**src/rtl/weight_fifo_fill_ctrl.sv**
```systemverilog
// rtl/weight_fifo_fill_ctrl.sv - fill controller issuing per-lane weight memory reads into lane FIFOs
// Optional feature macro WFILL_LANE_STRIDE_EN: lane i address additionally offset by i*stride.
module weight_fifo_fill_ctrl #(
  parameter int FIFO_WIDTH = 16,
  parameter int FIFO_DEPTH = 16,
  parameter int ADDR_WIDTH = 8,
  parameter int RD_LATENCY = 2,
  localparam int LEN_WIDTH = $clog2(FIFO_DEPTH) + 1
) (
  input  logic                  clk,
  input  logic                  rstn,
  input  logic                  start,
  input  logic [ADDR_WIDTH-1:0] base_addr,
  input  logic [LEN_WIDTH-1:0]  burst_len,
  input  logic [ADDR_WIDTH-1:0] stride,
  input  logic                  abort,
  input  logic                  fifo_ready,
  output logic                  busy,
  output logic                  done,
  output logic [FIFO_WIDTH-1:0] w_mem_rd_en,
  output logic [ADDR_WIDTH-1:0] w_mem_rd_addr [0:FIFO_WIDTH-1],
  output logic [FIFO_WIDTH-1:0] fifo_en
);

  typedef enum logic [1:0] {IDLE, ISSUE, DRAIN} state_t;

  state_t                state_q, state_d;
  logic [LEN_WIDTH-1:0]  cnt_q, cnt_d, len_q, len_d;
  logic [LEN_WIDTH-1:0]  issue_cnt, issue_len, clamp_len;
  logic [ADDR_WIDTH-1:0] base_q, base_d, stride_q, stride_d;
  logic [ADDR_WIDTH-1:0] issue_base, issue_stride;
  logic                  issue, last_issue, flush;
  logic                  zero_done_q, zero_done_d, last_q, last_out;
  logic [ADDR_WIDTH-1:0] addr_d [FIFO_WIDTH];
  logic [FIFO_WIDTH-1:0] en_pipe [RD_LATENCY];
  logic [RD_LATENCY-1:0] last_pipe;

  assign clamp_len  = (burst_len > LEN_WIDTH'(FIFO_DEPTH)) ? LEN_WIDTH'(FIFO_DEPTH) : burst_len;
  assign last_issue = issue && (issue_cnt == issue_len - LEN_WIDTH'(1));
  assign last_out   = last_pipe[RD_LATENCY-1];
  assign fifo_en    = en_pipe[RD_LATENCY-1];
  assign busy       = (state_q != IDLE);
  assign done       = zero_done_q | ((state_q == DRAIN) && last_out && !abort);

  // The accepting IDLE cycle already issues read 0 so rd_en rises together with busy.
  always_comb begin
    state_d      = state_q;
    cnt_d        = cnt_q;
    len_d        = len_q;
    base_d       = base_q;
    stride_d     = stride_q;
    issue        = 1'b0;
    flush        = 1'b0;
    zero_done_d  = 1'b0;
    issue_cnt    = cnt_q;
    issue_len    = len_q;
    issue_base   = base_q;
    issue_stride = stride_q;
    case (state_q)
      IDLE: begin
        if (start && !abort) begin
          if (burst_len == '0) begin
            zero_done_d = 1'b1;
          end else begin
            len_d        = clamp_len;
            base_d       = base_addr;
            stride_d     = stride;
            issue_cnt    = '0;
            issue_len    = clamp_len;
            issue_base   = base_addr;
            issue_stride = stride;
            issue        = fifo_ready;
            cnt_d        = fifo_ready ? LEN_WIDTH'(1) : '0;
            state_d      = (fifo_ready && clamp_len == LEN_WIDTH'(1)) ? DRAIN : ISSUE;
          end
        end
      end
      ISSUE: begin
        if (abort) begin
          flush   = 1'b1;
          state_d = IDLE;
        end else if (fifo_ready) begin
          issue = 1'b1;
          cnt_d = cnt_q + LEN_WIDTH'(1);
          if (cnt_q == len_q - LEN_WIDTH'(1)) state_d = DRAIN;
        end
      end
      DRAIN: begin
        if (abort) begin
          flush   = 1'b1;
          state_d = IDLE;
        end else if (last_out) begin
          state_d = IDLE;
        end
      end
      default: state_d = IDLE;
    endcase
  end

  always_comb begin
    for (int i = 0; i < FIFO_WIDTH; i++) begin
`ifdef WFILL_LANE_STRIDE_EN
      addr_d[i] = issue_base + ADDR_WIDTH'(i) * issue_stride + ADDR_WIDTH'(issue_cnt);
`else
      addr_d[i] = issue_base + ADDR_WIDTH'(issue_cnt);
`endif
    end
  end

`ifndef WFILL_LANE_STRIDE_EN
  logic unused_stride;
  assign unused_stride = ^issue_stride;
`endif

  always_ff @(posedge clk or negedge rstn) begin
    if (!rstn) begin
      state_q     <= IDLE;
      cnt_q       <= '0;
      len_q       <= '0;
      base_q      <= '0;
      stride_q    <= '0;
      zero_done_q <= 1'b0;
      last_q      <= 1'b0;
      w_mem_rd_en <= '0;
      for (int i = 0; i < FIFO_WIDTH; i++) w_mem_rd_addr[i] <= '0;
    end else begin
      state_q     <= state_d;
      cnt_q       <= cnt_d;
      len_q       <= len_d;
      base_q      <= base_d;
      stride_q    <= stride_d;
      zero_done_q <= zero_done_d;
      last_q      <= last_issue;
      w_mem_rd_en <= {FIFO_WIDTH{issue}};
      if (issue) begin
        for (int i = 0; i < FIFO_WIDTH; i++) w_mem_rd_addr[i] <= addr_d[i];
      end
    end
  end

  // Write-enable pipeline mirrors memory read latency; abort drops in-flight reads.
  always_ff @(posedge clk or negedge rstn) begin
    if (!rstn) begin
      for (int k = 0; k < RD_LATENCY; k++) en_pipe[k] <= '0;
      last_pipe <= '0;
    end else if (flush) begin
      for (int k = 0; k < RD_LATENCY; k++) en_pipe[k] <= '0;
      last_pipe <= '0;
    end else begin
      en_pipe[0]   <= w_mem_rd_en;
      last_pipe[0] <= last_q;
      for (int k = 1; k < RD_LATENCY; k++) begin
        en_pipe[k]   <= en_pipe[k-1];
        last_pipe[k] <= last_pipe[k-1];
      end
    end
  end

endmodule

```
**config.mk**
```make
export PLATFORM = sky130hd
export DESIGN_NAME = weight_fifo_fill_ctrl
export DESIGN_NICKNAME = d
export VERILOG_FILES = /design/src/rtl/weight_fifo_fill_ctrl.sv
export SDC_FILE = /design/constraint.sdc
export NUM_CORES = 1
export LEC_CHECK = 0
export CAP_MARGIN = 20
export CORE_MARGIN = 10
export CORE_UTILIZATION = 38
export CTS_CLUSTER_SIZE = 14
export DETAILED_ROUTE_END_ITERATION = 16
export PLACE_DENSITY = 0.8
export SLEW_MARGIN = 5
export SYNTH_ARGS = -nofsm -noshare
export SYNTH_HDL_FRONTEND = slang
export SYNTH_SLANG_ARGS = --single-unit
export TNS_END_PERCENT = 5
```
**constraint.sdc**
```tcl
create_clock -name clk -period 3.8 [get_ports clk]
set_input_delay 0.57 -clock clk [delete_from_list [all_inputs] [get_ports clk]]
set_output_delay 0.57 -clock clk [all_outputs]
set_load 0.01 [all_outputs]
```
== Yosys cells after proc, flatten, opt, wreduce, memory -nomap -nowiden ==
Index checks and enable logic that the tools add are counted.
Storage, ports and cells
  bits of input ports: 26
  output and inout port bits: 162
  register bits: 65
Operators by class
  muxes and demuxes: 37
  magnitude comparators: 1
  eq/ne operators: 12
  reductions and logical operators: 13
  bitwise logic cells: 1
  $add $sub $neg: 4
Operators with widths (count)
  $mux W5: 11
  $mux W32: 1
  $mux W8: 3
  $mux W2: 9
  $eq A5 B5 Y1: 2
  $mux W1: 10
  $pmux W5 S2: 1
  $reduce_and A5 Y1: 2
  $sub A5 B1 Y5 const B: 2
  $ne A3 B3 Y1 const B: 3
  $add A8 B5 Y8: 1
  $ne A2 B2 Y1 const B: 4
  $pmux W2 S3: 1
  $add A5 B1 Y5 const B: 1
  $eq A5 B1 Y1 const B: 1
  $gt A5 B5 Y1 const B: 1
  $logic_and A1 B1 Y1: 5
  $logic_not A5 Y1: 1
  $reduce_bool A2 Y1: 2
  $eq A2 B1 Y1 const B: 1
  $eq A2 B2 Y1 const B: 1
  $logic_not A2 Y1: 1
  $pmux W1 S2: 1
  $reduce_or A2 Y1: 1
  other kinds (2): 2

== Logic depth before layout (Yosys ltp) ==
Gate-level depths: netlist of the first run.
  depth in word-level cells: 8
  mapped depth: 16
  mapped depth without buffers: 14

== Worst setup path before layout of the first run ==
OpenSTA, ideal clock, no wires.
  path type: reg2reg
  from: reg state_q[0]
  to: reg w_mem_rd_addr[6] (netlist bit)
  slack: 853 ps
  arrival: 2864 ps
  setup time: 83 ps
  cell stages (with the launch flop): 16
  data required time: 3717 ps
  path through: dfrtp_1 > inv_1 > ha_1 > and3b_2 > o21ai_4 > buf_6 > clkbuf_1 > and2_1 > ha_1 > fa_1 > a21o_1 > a21o_1 > a21oi_1 > nor2_1 > xnor2_1 > o21ai_0
On the way
  cells in the longest elaborated chain, start to end: 3
RTL lines
  from (decl): RTL line 27  | state_t state_q, state_d;
  from (signal assigned): RTL line 127  | state_q <= state_d;
  $logic_not A2 Y1: RTL line 59  | case (state_q)
  $mux W8 or $mux W5 (tied branches)
  $add A8 B5 Y8: RTL line 105  | addr_d[i] = issue_base + ADDR_WIDTH'(issue_cnt);
  to (decl): RTL line 21  | output logic [ADDR_WIDTH-1:0] w_mem_rd_addr [0:FIFO_WIDTH-1],
Several ways; a longest one is shown, not always the timed one.
A chain may end at the register's enable or synchronous reset.

== Final worst setup path of the first run ==
  from: in burst_len[4]
  to: reg w_mem_rd_addr[7] (netlist bit)
On the way
  cells in the longest elaborated chain, start to end: 5
RTL lines
  from (decl): RTL line 14  | input logic [LEN_WIDTH-1:0] burst_len,
  $logic_not A5 Y1 (*): RTL line 62  | if (burst_len == '0) begin
  $mux W8 or $mux W5 (tied branches): RTL line 62
  $mux W8 or $mux W5 (tied branches) (2 in a row)
  $add A8 B5 Y8: RTL line 105
Mark *: on every way between the ends. The rest lies on a longest branch, timed or not.

==> impl_metrics.py, run 1 <==
metrics = {
    "routing": {
        "drt_iter0_markers": 129,
        "routed_wl_microns": 8200,
        "vias_per_cell": 4.43,
        "drtPass1Iterations": 4,
        "via_count": 2169,
        "routedWlPerCell_microns": 16.7,
        "drc": 0,
        "drtAntennaViolNets": 0,
    },
    "die": {
        "die_w_microns": 110,
        "row_count": 32,
        "die_height_microns": 110,
        "dieArea_sq_mm": 0.0122,
        "pin_count": 188,
        "coreArea_sq_mm": 0.00785,
        "start_util": 0.396,
    },
    "power": {
        "finalPower_w": 0.00349,
        "leakage_nw": 1.72,
        "power.density_mw_per_mm2": 878,
        "ir_drop_uv": 214,
    },
    "synthesis": {
        "yosys_most_used_dff": "dfrtp_1",
        "synth_mux_area_frac": 0.0105,
        "syn_nets": 392,
        "yosys.area.top_type": "buf_4",
        "synth_compound_area_frac": 0.103,
        "synth-seq-area-share": 0.282,
        "synth-seq-cells": 35,
        "synth_cell_type_count": 46,
        "synth_top_family_by_area": "buffers and inverters",
        "synth-edff-count": 0,
        "yosys_warnings": 0,
        "synthSimpleGateAreaFrac": 0.115,
        "synthTopCellsByArea": "buf_4, dfrtp_1, nand2_1",
        "netlist.area_leader.share": 0.365,
        "postSynthCellCount": 354,
        "syn_area_sq_mm": 0.00311,
        "syn_area_per_cell_sq_um": 8.78,
        "yosys.area_share.adder": 0.0507,
        "synth_xor_area_frac": 0.0507,
        "synthArstFlopShare": 1.00,
    },
    "global_route": {
        "grt_overflow": 0,
        "grt_pass1_wl_microns": 13200,
        "track_usage": 0.130,
        "grt_pass1_vias": 2292,
        "grt_antenna_before_repair": 0,
        "grt_max_degree": 36,
    },
    "critical_path": {
        "rr_startpoint": "state_q[1]",
        "critPathRequiredTime_ns": 3.95,
        "start_kind": "primary input",
        "r2r_cells": 13,
        "crit_type": "primary input to flip-flop",
        "reg2reg_slack_ns": 0.86,
        "reg2reg_to": "w_mem_rd_addr[6]",
        "end_kind": "flip-flop",
        "cp-startpoint": "burst_len[4]",
        "worst_ep_arrival_time_ns": 3.28,
        "critical_path_peak_fanout": 14,
        "endpoint": "w_mem_rd_addr[7]",
    },
    "cells_and_area": {
        "multi_input_area_sq_mm": 0.00103,
        "final_cell_mix": "clkdlybuf4s50_1, nand2_1, dfrtp_1, inv_1, o21ai_0",
        "fin_nets": 426,
        "drive_gt1_frac": 0.0619,
        "layout_commonest_cell": "clkdlybuf4s50_1",
        "fillers": 715,
        "regArea_sq_um": 876,
        "antenna_cells": 0,
        "fin_util": 0.507,
        "syn_to_final_growth_pct": 28.0,
    },
    "place": {
        "gp_congestion": 0.840,
        "port_buffers": 179,
        "dp_hpwl_microns": 6780,
    },
    "clock_tree": {
        "postCtsSetupBuffers": 0,
        "holdBufCountCts": 0,
        "clock_path_buffers": 2,
        "root_buffer": "clkbuf_8",
        "cts_sinks": 35,
        "cts_tree": "yes",
        "cts_resized": 0,
        "worstSkewPairLatency_ns": 0.28,
        "cts_made_buffers": 5,
        "cts_max_level": 2,
        "clkTransAtPathRegs_ns": 0.07,
    },
    "timing": {
        "setup-tns-final_ns": 0,
        "post-route-min-period_ns": 3.12,
        "relSlewSlack": 0.604,
        "fmax_mhz": 320,
        "hold_viol": 0,
        "setup_viol": 0,
        "worst_pin_slew_ns": 0.591,
        "grt_setup_unrepaired": "no",
        "min_period_over_period": 0.822,
        "slew_violations": 0,
        "fin_skew_ns": 0.00586,
    },
    "run_status": {
        "status": "finished, final reports clean",
    },
    "job": {
        "drv_cap": 0,
    },
    "hold_path": {
        "min_path_type": "flip-flop to flip-flop",
        "hp-start": "last_q",
    },
}
[cell families (layout without fill, tap and decap cells)]
family	count (synthesis)	count (layout)
buffers and inverters	168	202
muxes	3	3
DFF	35	35
adders and majority gates	12	12
AOI/OAI and AO/OA	44	44
and+or+nand+nor	74	74
xor gates and xnor gates	18	18
[stage by stage]
stage	hold slack, ns	cells	setup slack [ns]	area, sq um
2_1_floorplan	0.274	354	0.853	3110
3_3_place_gp	0.436	483	0.392	3890
3_5_place_dp	0.439	483	0.338	3890
4_1_cts	0.455	490	0.637	3980
5_1_grt	0.488	490	0.420	3980
6_report	0.451	490	0.678	3980
[registers in the layout (all words and copies together) (netlist names), 2 cells and up]
signal         flops
last_pipe          2
len_q              5
w_mem_rd_addr      8
base_q             8
cnt_q              5
state_q            2
[layer usage]
| metal | up-vias | part of all wire | global-route usage | routed length, microns |
|---|---|---|---|---|
| met3 | 11 | 0.060 | 0.0335 | 494 |
| met4 | 0 | 0.014 | 0.0423 | 111 |
| met2 | 94 | 0.54 | 0.243 | 4410 |
| met5 | - | 0 | 0 | 0 |
| met1 | 1000 | 0.39 | 0.136 | 3180 |
| li1 | 1064 | - | - | - |
[synthesized netlist by cell type, drive strengths merged (4+ instances only)]
cell / number
buf: 154
nand2: 37
dfrtp: 35
o21ai: 15
inv: 13
ha: 11
xor2: 11
nor2: 10
and2: 9
a21oi: 7
xnor2: 7
a21o: 4
nor2b: 4
[worst max-delay path, cell delays in order]
cell             delay [ns]
clkdlybuf4s50_1        0.52
or2_2                  0.40
o21ai_4                0.35
nand2_1                0.10
nand2_1                0.14
ha_1                   0.25
a21o_1                 0.18
a21oi_1                0.20
o21ai_0                0.19
nand3b_1               0.15
xor2_1                 0.15
o21ai_1                0.07
[power breakdown]
group          leakage, nW  internal [W]  switching [W]  total, W
clock               0.0470      0.000142       0.000129  0.000271
combinational         1.22       0.00140        0.00108   0.00247
sequential           0.453      0.000509       0.000241  0.000750
total                 1.72       0.00205        0.00145   0.00349
[worst min path at each step]
stage | to | slack (ns) | depth (start not counted)
2_1_floorplan | base_q[0] | 0.27 | 0
3_5_place_dp | last_pipe[0] | 0.44 | 1
3_3_place_gp | fifo_en[14] | 0.44 | 1
5_1_grt | fifo_en[14] | 0.49 | 1
4_1_cts | last_pipe[0] | 0.45 | 1
6_report | last_pipe[0] | 0.45 | 1
[cell type report]
cell class                 count  share of cell area
timing repair buffer         182               0.456
multi-input combinational    151               0.258
sequential                    35               0.220
tap                          102              0.0321
clock buffer                   6              0.0207
inverter                      13              0.0123
clock inverter                 1             0.00126
(Power assumes the default switching activity.)
==> run 2: changes to the inputs <==
--- a/config.mk
+++ b/config.mk
@@ -7,10 +7,10 @@
 export LEC_CHECK = 0
 export CAP_MARGIN = 20
 export CORE_MARGIN = 10
-export CORE_UTILIZATION = 38
+export CORE_UTILIZATION = 35
 export CTS_CLUSTER_SIZE = 14
 export DETAILED_ROUTE_END_ITERATION = 16
-export PLACE_DENSITY = 0.8
+export PLACE_DENSITY = 0.77
 export SLEW_MARGIN = 5
 export SYNTH_ARGS = -nofsm -noshare
 export SYNTH_HDL_FRONTEND = slang
==> constraint.sdc (replaced) <==
create_clock -name clk -period 2.53 [get_ports clk]
set_input_delay 0.3795 -clock clk [delete_from_list [all_inputs] [get_ports clk]]
set_output_delay 0.3795 -clock clk [all_outputs]
set_load 0.01 [all_outputs]
==> run 2 against run 1 <==
The flow now finishes with violations (setup timing). Cell area rose by 10%. Clock power rose by 46%. Global-route usage fell by 1.0 points. Total power rose by 65%. Hold slack got worse by 0.0023 ns. Register-to-register slack lost 0.86 ns. Sequential cell count is the same. Non-clock buffer count grew 44. Critical endpoint is now w_mem_rd_addr[6]. Sequential power rose by 51%. Via count rose by 9.2%. Core utilization down 0.069 points.
==> impl_metrics.py, run 2 (synthesis gave the netlist of run 1 again) <==
metrics = {
    "run_status": {
        "status": "finished with violations",
        "violations": "setup timing",
    },
    "critical_path": {
        "crit_buf_inv": 1,
        "path_cells": "inv_2 > ha_4 > and3b_2 > o21ai_4 > and2_4 > ha_4 > fa_2 > a21o_1 > a21o_1 > a21oi_2 > nor2_2 > xnor2_1 > o21ai_1",
        "cp_slowest_cell": "dfrtp_1",
        "rr_startpoint": "state_q[0]",
        "cp-startpoint": "state_q[0]",
        "cp_top_family": "compound AO/OA/AOI/OAI gates",
        "end_kind": "flip-flop",
        "worst_ep_arrival_time_ns": 2.71,
        "slowest_delay_ns": 0.39,
        "critical_path_peak_fanout": 8,
        "crit_type": "flip-flop to flip-flop",
        "critPathRequiredTime_ns": 2.71,
        "path_depth": 13,
        "start_kind": "flip-flop",
        "r2r_cells": 13,
    },
    "timing": {
        "grt_setup_unrepaired": "yes",
        "fmax_mhz": 395,
        "finalWorstSetupSlack_ns": -0.00250,
        "relSlewSlack": 0.669,
        "min_period_over_period": 1.00,
        "slew_violations": 0,
        "worst_pin_slew_ns": 0.496,
        "hold_viol": 0,
        "fin_skew_ns": 0.00698,
        "post-route-min-period_ns": 2.53,
        "setup_viol": 1,
    },
    "cells_and_area": {
        "antenna_cells": 0,
        "layout_commonest_cell": "clkdlybuf4s50_1",
        "design_area_sq_mm": 0.00440,
        "fin_nets": 470,
        "syn_to_final_growth_pct": 41.4,
        "fillers": 800,
        "final_cell_mix": "clkdlybuf4s50_1, buf_4, dfrtp_1, nand2_1",
        "drive_gt1_frac": 0.194,
        "largestRegisters": "base_q (8), w_mem_rd_addr (8)",
    },
    "die": {
        "start_util": 0.358,
        "dieArea_sq_mm": 0.0131,
        "pin_count": 188,
        "die_w_microns": 114,
        "row_count": 34,
        "coreArea_sq_mm": 0.00868,
        "die_height_microns": 114,
    },
    "clock_tree": {
        "worstSkewPairLatency_ns": 0.29,
        "cts_sinks": 35,
        "cts_made_buffers": 5,
        "holdBufCountCts": 0,
        "root_buffer": "clkbuf_8",
        "cts_max_level": 2,
        "clock_path_buffers": 2,
        "cts_tree": "yes",
        "clkTransAtPathRegs_ns": 0.07,
    },
    "routing": {
        "vias_per_cell": 4.38,
        "via_count": 2369,
        "drc": 0,
        "routedWlPerCell_microns": 16.4,
        "routed_wl_microns": 8850,
        "drtPass1Iterations": 4,
        "drt_iter0_markers": 110,
        "drtAntennaViolNets": 0,
    },
    "power": {
        "switching_share": 0.404,
        "power.density_mw_per_mm2": 1310,
        "leakage_nw": 1.95,
        "power_frac_comb": 0.735,
        "intPower_w": 0.00343,
        "p_clk_frac": 0.069,
        "seq_power_share": 0.196,
        "ir_drop_uv": 587,
        "p_switching_w": 0.00233,
    },
    "global_route": {
        "grt_overflow": 0,
        "grt_pass1_vias": 2365,
        "grt_max_degree": 36,
        "track_usage": 0.119,
        "grt_antenna_before_repair": 0,
        "grt_pass1_wl_microns": 12800,
    },
    "place": {
        "port_buffers": 179,
        "dp_hpwl_microns": 7140,
        "gp_congestion": 0.824,
        "dpl_worst_slack_ns": -0.539,
        "place_area_sq_mm": 0.00417,
    },
    "job": {
        "drv_cap": 0,
    },
    "hold_path": {
        "min_path_type": "flip-flop to flip-flop",
        "hp-start": "en_pipe[30]",
        "hold_depth": 1,
    },
}
[run 2: power groups by stage]
stage | logic [W] | registers [W] | clock network [W]
2_1_floorplan | 0.00277 | 0.00109 | 0
3_3_place_gp | 0.00401 | 0.00112 | 0
3_5_place_dp | 0.00409 | 0.00115 | 0
4_1_cts | 0.00419 | 0.00114 | 0.000400
5_1_grt | 0.00454 | 0.00119 | 0.000426
6_report | 0.00423 | 0.00113 | 0.000395
[run 2: final timing paths]
path / to / slack [ns]
worst min register to register: fifo_en[14] / 0.45
worst max register to register: w_mem_rd_addr[6] / -0.002
worst min-delay path: fifo_en[14] / 0.45
max in group asynchronous: base_q[4] / 1.72
min in group asynchronous: len_q[1] / 0.50
worst max-delay path: w_mem_rd_addr[6] / -0.002
[run 2: area by class of cell]
| cell class | count | area, sq um | area share |
|---|---|---|---|
| Timing Repair Buffer | 226 | 2150 | 0.490 |
| Clock buffer | 7 | 76.3 | 0.0174 |
| Tap cell | 108 | 135 | 0.0307 |
| Inverter | 13 | 48.8 | 0.0111 |
| Clock inverter | 1 | 5.00 | 0.00114 |
| Multi-Input combinational cell | 151 | 1100 | 0.250 |
| Sequential cell | 35 | 876 | 0.199 |
[run 2: repair_timing]
item / 4_1_cts / 5_1_grt
pin swaps: 15 / 24
cloned: 0 / 0
resized for setup: 14 / 11
setup endpoints to repair: 6 / 5
buffers inserted: 6 / 6
[run 2: worst register-to-register path, delay by kind of cell, from the launching register on]
kind / cells / cell delay (ns)
AO/OA/AOI/OAI: 5 / 0.68
adder cells (fa/ha/maj): 3 / 0.65
AND/OR/NAND/NOR: 3 / 0.48
flip-flops: 1 / 0.39
XOR/XNOR: 1 / 0.14
buffers and inverters: 1 / 0.08
[run 2: routing by layer]
layer  wire length [microns]  up-vias  GRT usage
li1                        -     1148          -
met1                    3220     1096      0.125
met2                    4670      118      0.229
met3                     871        7     0.0299
met4                      83        0     0.0301
met5                       0        -          0
[run 2: stage by stage]
stage	std cells	hold slack [ns]	setup TNS [ns]	power (W)	util
floorplan	354	0.0839	-0.357	0.00386	-
global placement	522	0.435	-2.44	0.00512	0.480
detailed placement	522	0.434	-2.98	0.00524	0.480
CTS	536	0.450	-0.0355	0.00574	0.498
global route	541	0.460	-0.276	0.00616	0.506
finish	541	0.448	-0.00250	0.00576	0.506
==> run 3: changes to the inputs <==
--- a/config.mk
+++ b/config.mk
@@ -10,7 +10,7 @@
 export CORE_UTILIZATION = 35
 export CTS_CLUSTER_SIZE = 14
 export DETAILED_ROUTE_END_ITERATION = 16
-export PLACE_DENSITY = 0.77
+export PLACE_DENSITY = 0.84
 export SLEW_MARGIN = 5
 export SYNTH_ARGS = -nofsm -noshare
 export SYNTH_HDL_FRONTEND = slang
==> run 3 against run 2 <==
The run now ends clean. Clock power rose by 7.1%. Clock skew fell by 0.0038 ns. Critical path type unchanged. Die area did not move. Global-route usage fell by 0.11 points. Worst setup slack improved by 0.020 ns.
==> impl_metrics.py, run 3 (synthesis gave the netlist of run 1 again) <==
metrics = {
    "global_route": {
        "grt_pass1_vias": 2382,
        "track_usage": 0.118,
        "grt_max_degree": 36,
        "grt_pass1_wl_microns": 12600,
        "grt_antenna_before_repair": 0,
        "grt_overflow": 0,
    },
    "routing": {
        "routed_wl_microns": 8890,
        "vias_per_cell": 4.40,
        "drc": 0,
        "routedWlPerCell_microns": 16.6,
        "drtAntennaViolNets": 0,
        "via_count": 2359,
        "drt_iter0_markers": 143,
        "drtPass1Iterations": 4,
    },
    "die": {
        "dieArea_sq_mm": 0.0131,
        "start_util": 0.358,
        "die_w_microns": 114,
        "coreArea_sq_mm": 0.00868,
        "die_height_microns": 114,
        "row_count": 34,
        "pin_count": 188,
    },
    "timing": {
        "worst_pin_slew_ns": 0.457,
        "relSlewSlack": 0.693,
        "fin_skew_ns": 0.00315,
        "slew_violations": 0,
        "timing.hold.ws_ns": 0.453,
        "grt_setup_unrepaired": "yes",
        "setup_viol": 0,
        "post-route-min-period_ns": 2.51,
        "hold_viol": 0,
        "setup-tns-final_ns": 0,
        "min_period_over_period": 0.993,
        "fmax_mhz": 398,
    },
    "clock_tree": {
        "cts_max_level": 2,
        "holdBufCountCts": 0,
        "cts_tree": "yes",
        "cts_made_buffers": 5,
        "worstSkewPairLatency_ns": 0.29,
        "clock_path_buffers": 2,
        "root_buffer": "clkbuf_8",
        "clkTransAtPathRegs_ns": 0.07,
        "cts_sinks": 35,
    },
    "cells_and_area": {
        "fillers": 804,
        "fin_nets": 466,
        "largestRegisters": "base_q (8), w_mem_rd_addr (8)",
        "final-instance-count-excl-fill": 536,
        "layout_commonest_cell": "clkdlybuf4s50_1",
        "design_area_sq_mm": 0.00439,
        "drive_gt1_frac": 0.196,
        "syn_to_final_growth_pct": 41.2,
        "final_cell_mix": "clkdlybuf4s50_1, buf_4, dfrtp_1, nand2_1",
        "multi_input_area_sq_mm": 0.00112,
        "antenna_cells": 0,
        "regArea_sq_um": 876,
    },
    "power": {
        "p_switching_w": 0.00234,
        "ir_drop_uv": 523,
        "intPower_w": 0.00345,
        "seq_power_share": 0.193,
        "switching_share": 0.404,
        "power.density_mw_per_mm2": 1320,
        "p_clk_frac": 0.073,
        "power_frac_comb": 0.734,
        "leakage_nw": 1.93,
    },
    "critical_path": {
        "cp_top_family": "adder cells",
        "crit_buf_inv": 1,
        "end_kind": "flip-flop",
        "slowest_delay_ns": 0.39,
        "cp_slowest_cell": "dfrtp_1",
        "critPathRequiredTime_ns": 2.71,
        "critical_path_peak_fanout": 8,
        "path_cells": "inv_2 > ha_4 > and3b_2 > o21ai_4 > and2_4 > ha_2 > fa_2 > a21o_1 > a21o_1 > a21oi_2 > nor2_1 > xnor2_1 > o21ai_1",
        "cp_common_cell": "a21o_1",
        "worst_ep_arrival_time_ns": 2.70,
        "start_kind": "flip-flop",
        "crit_type": "flip-flop to flip-flop",
    },
    "place": {
        "dp_hpwl_microns": 7270,
        "placed_cells": 522,
        "port_buffers": 179,
        "gp_congestion": 0.919,
        "place_area_sq_mm": 0.00417,
    },
    "job": {
        "drv_cap": 0,
    },
    "run_status": {
        "status": "finished, final reports clean",
    },
    "hold_path": {
        "min_path_type": "flip-flop to flip-flop",
    },
}
-- run 3: area by class of cell --
class,instances,area share
Timing Repair Buffer,222,0.483
Multi-Input combinational cell,151,0.256
Sequential cell,35,0.199
Tap cell,108,0.0308
Clock buffer,6,0.0188
Inverter,13,0.0111
Clock inverter,1,0.00114
-- run 3: per-stage QoR --
step                      utilization  setup WS [ns]  power [W]
after floorplan                     -         -0.218    0.00386
after global placement          0.480         -0.473    0.00512
after detailed placement        0.480         -0.550    0.00525
after CTS                       0.494        0.00420    0.00572
after global routing            0.506         -0.112    0.00620
final                           0.506         0.0176    0.00579
-- run 3: layer usage --
metal / GRT usage / routed length [microns]
met1: 0.119 / 3230
met2: 0.226 / 4580
met3: 0.0367 / 956
met4: 0.0326 / 131
met5: 0 / 0
-- run 3: timing repair --
action                                  CTS  global route
endpoints found under the setup margin    6             5
gates resized for setup                   7            17
setup buffers                             5             2
endpoints found under the hold margin     0             0
pin swaps                                 5             7
-- run 3: final timing paths --
kind / start / slack, ns / to / cells after the start
setup / recovery: state_q[1] / 0.02 / w_mem_rd_addr[6] / 13
hold / removal: en_pipe[30] / 0.45 / fifo_en[14] / 1
setup reg to reg: state_q[1] / 0.02 / w_mem_rd_addr[6] / 13
hold reg to reg: en_pipe[30] / 0.45 / fifo_en[14] / 1
max in group asynchronous: rstn / 1.71 / cnt_q[3] / 2
min in group asynchronous: rstn / 0.50 / state_q[1] / 2
-- run 3: power by group through the flow --
| stage | combinational, W | clock, W | sequential, W |
|---|---|---|---|
| finish | 0.00425 | 0.000423 | 0.00112 |
| global route | 0.00457 | 0.000444 | 0.00118 |
| floorplan | 0.00277 | 0 | 0.00109 |
| detailed placement | 0.00410 | 0 | 0.00115 |
| global placement | 0.00401 | 0 | 0.00111 |
| CTS | 0.00416 | 0.000426 | 0.00113 |
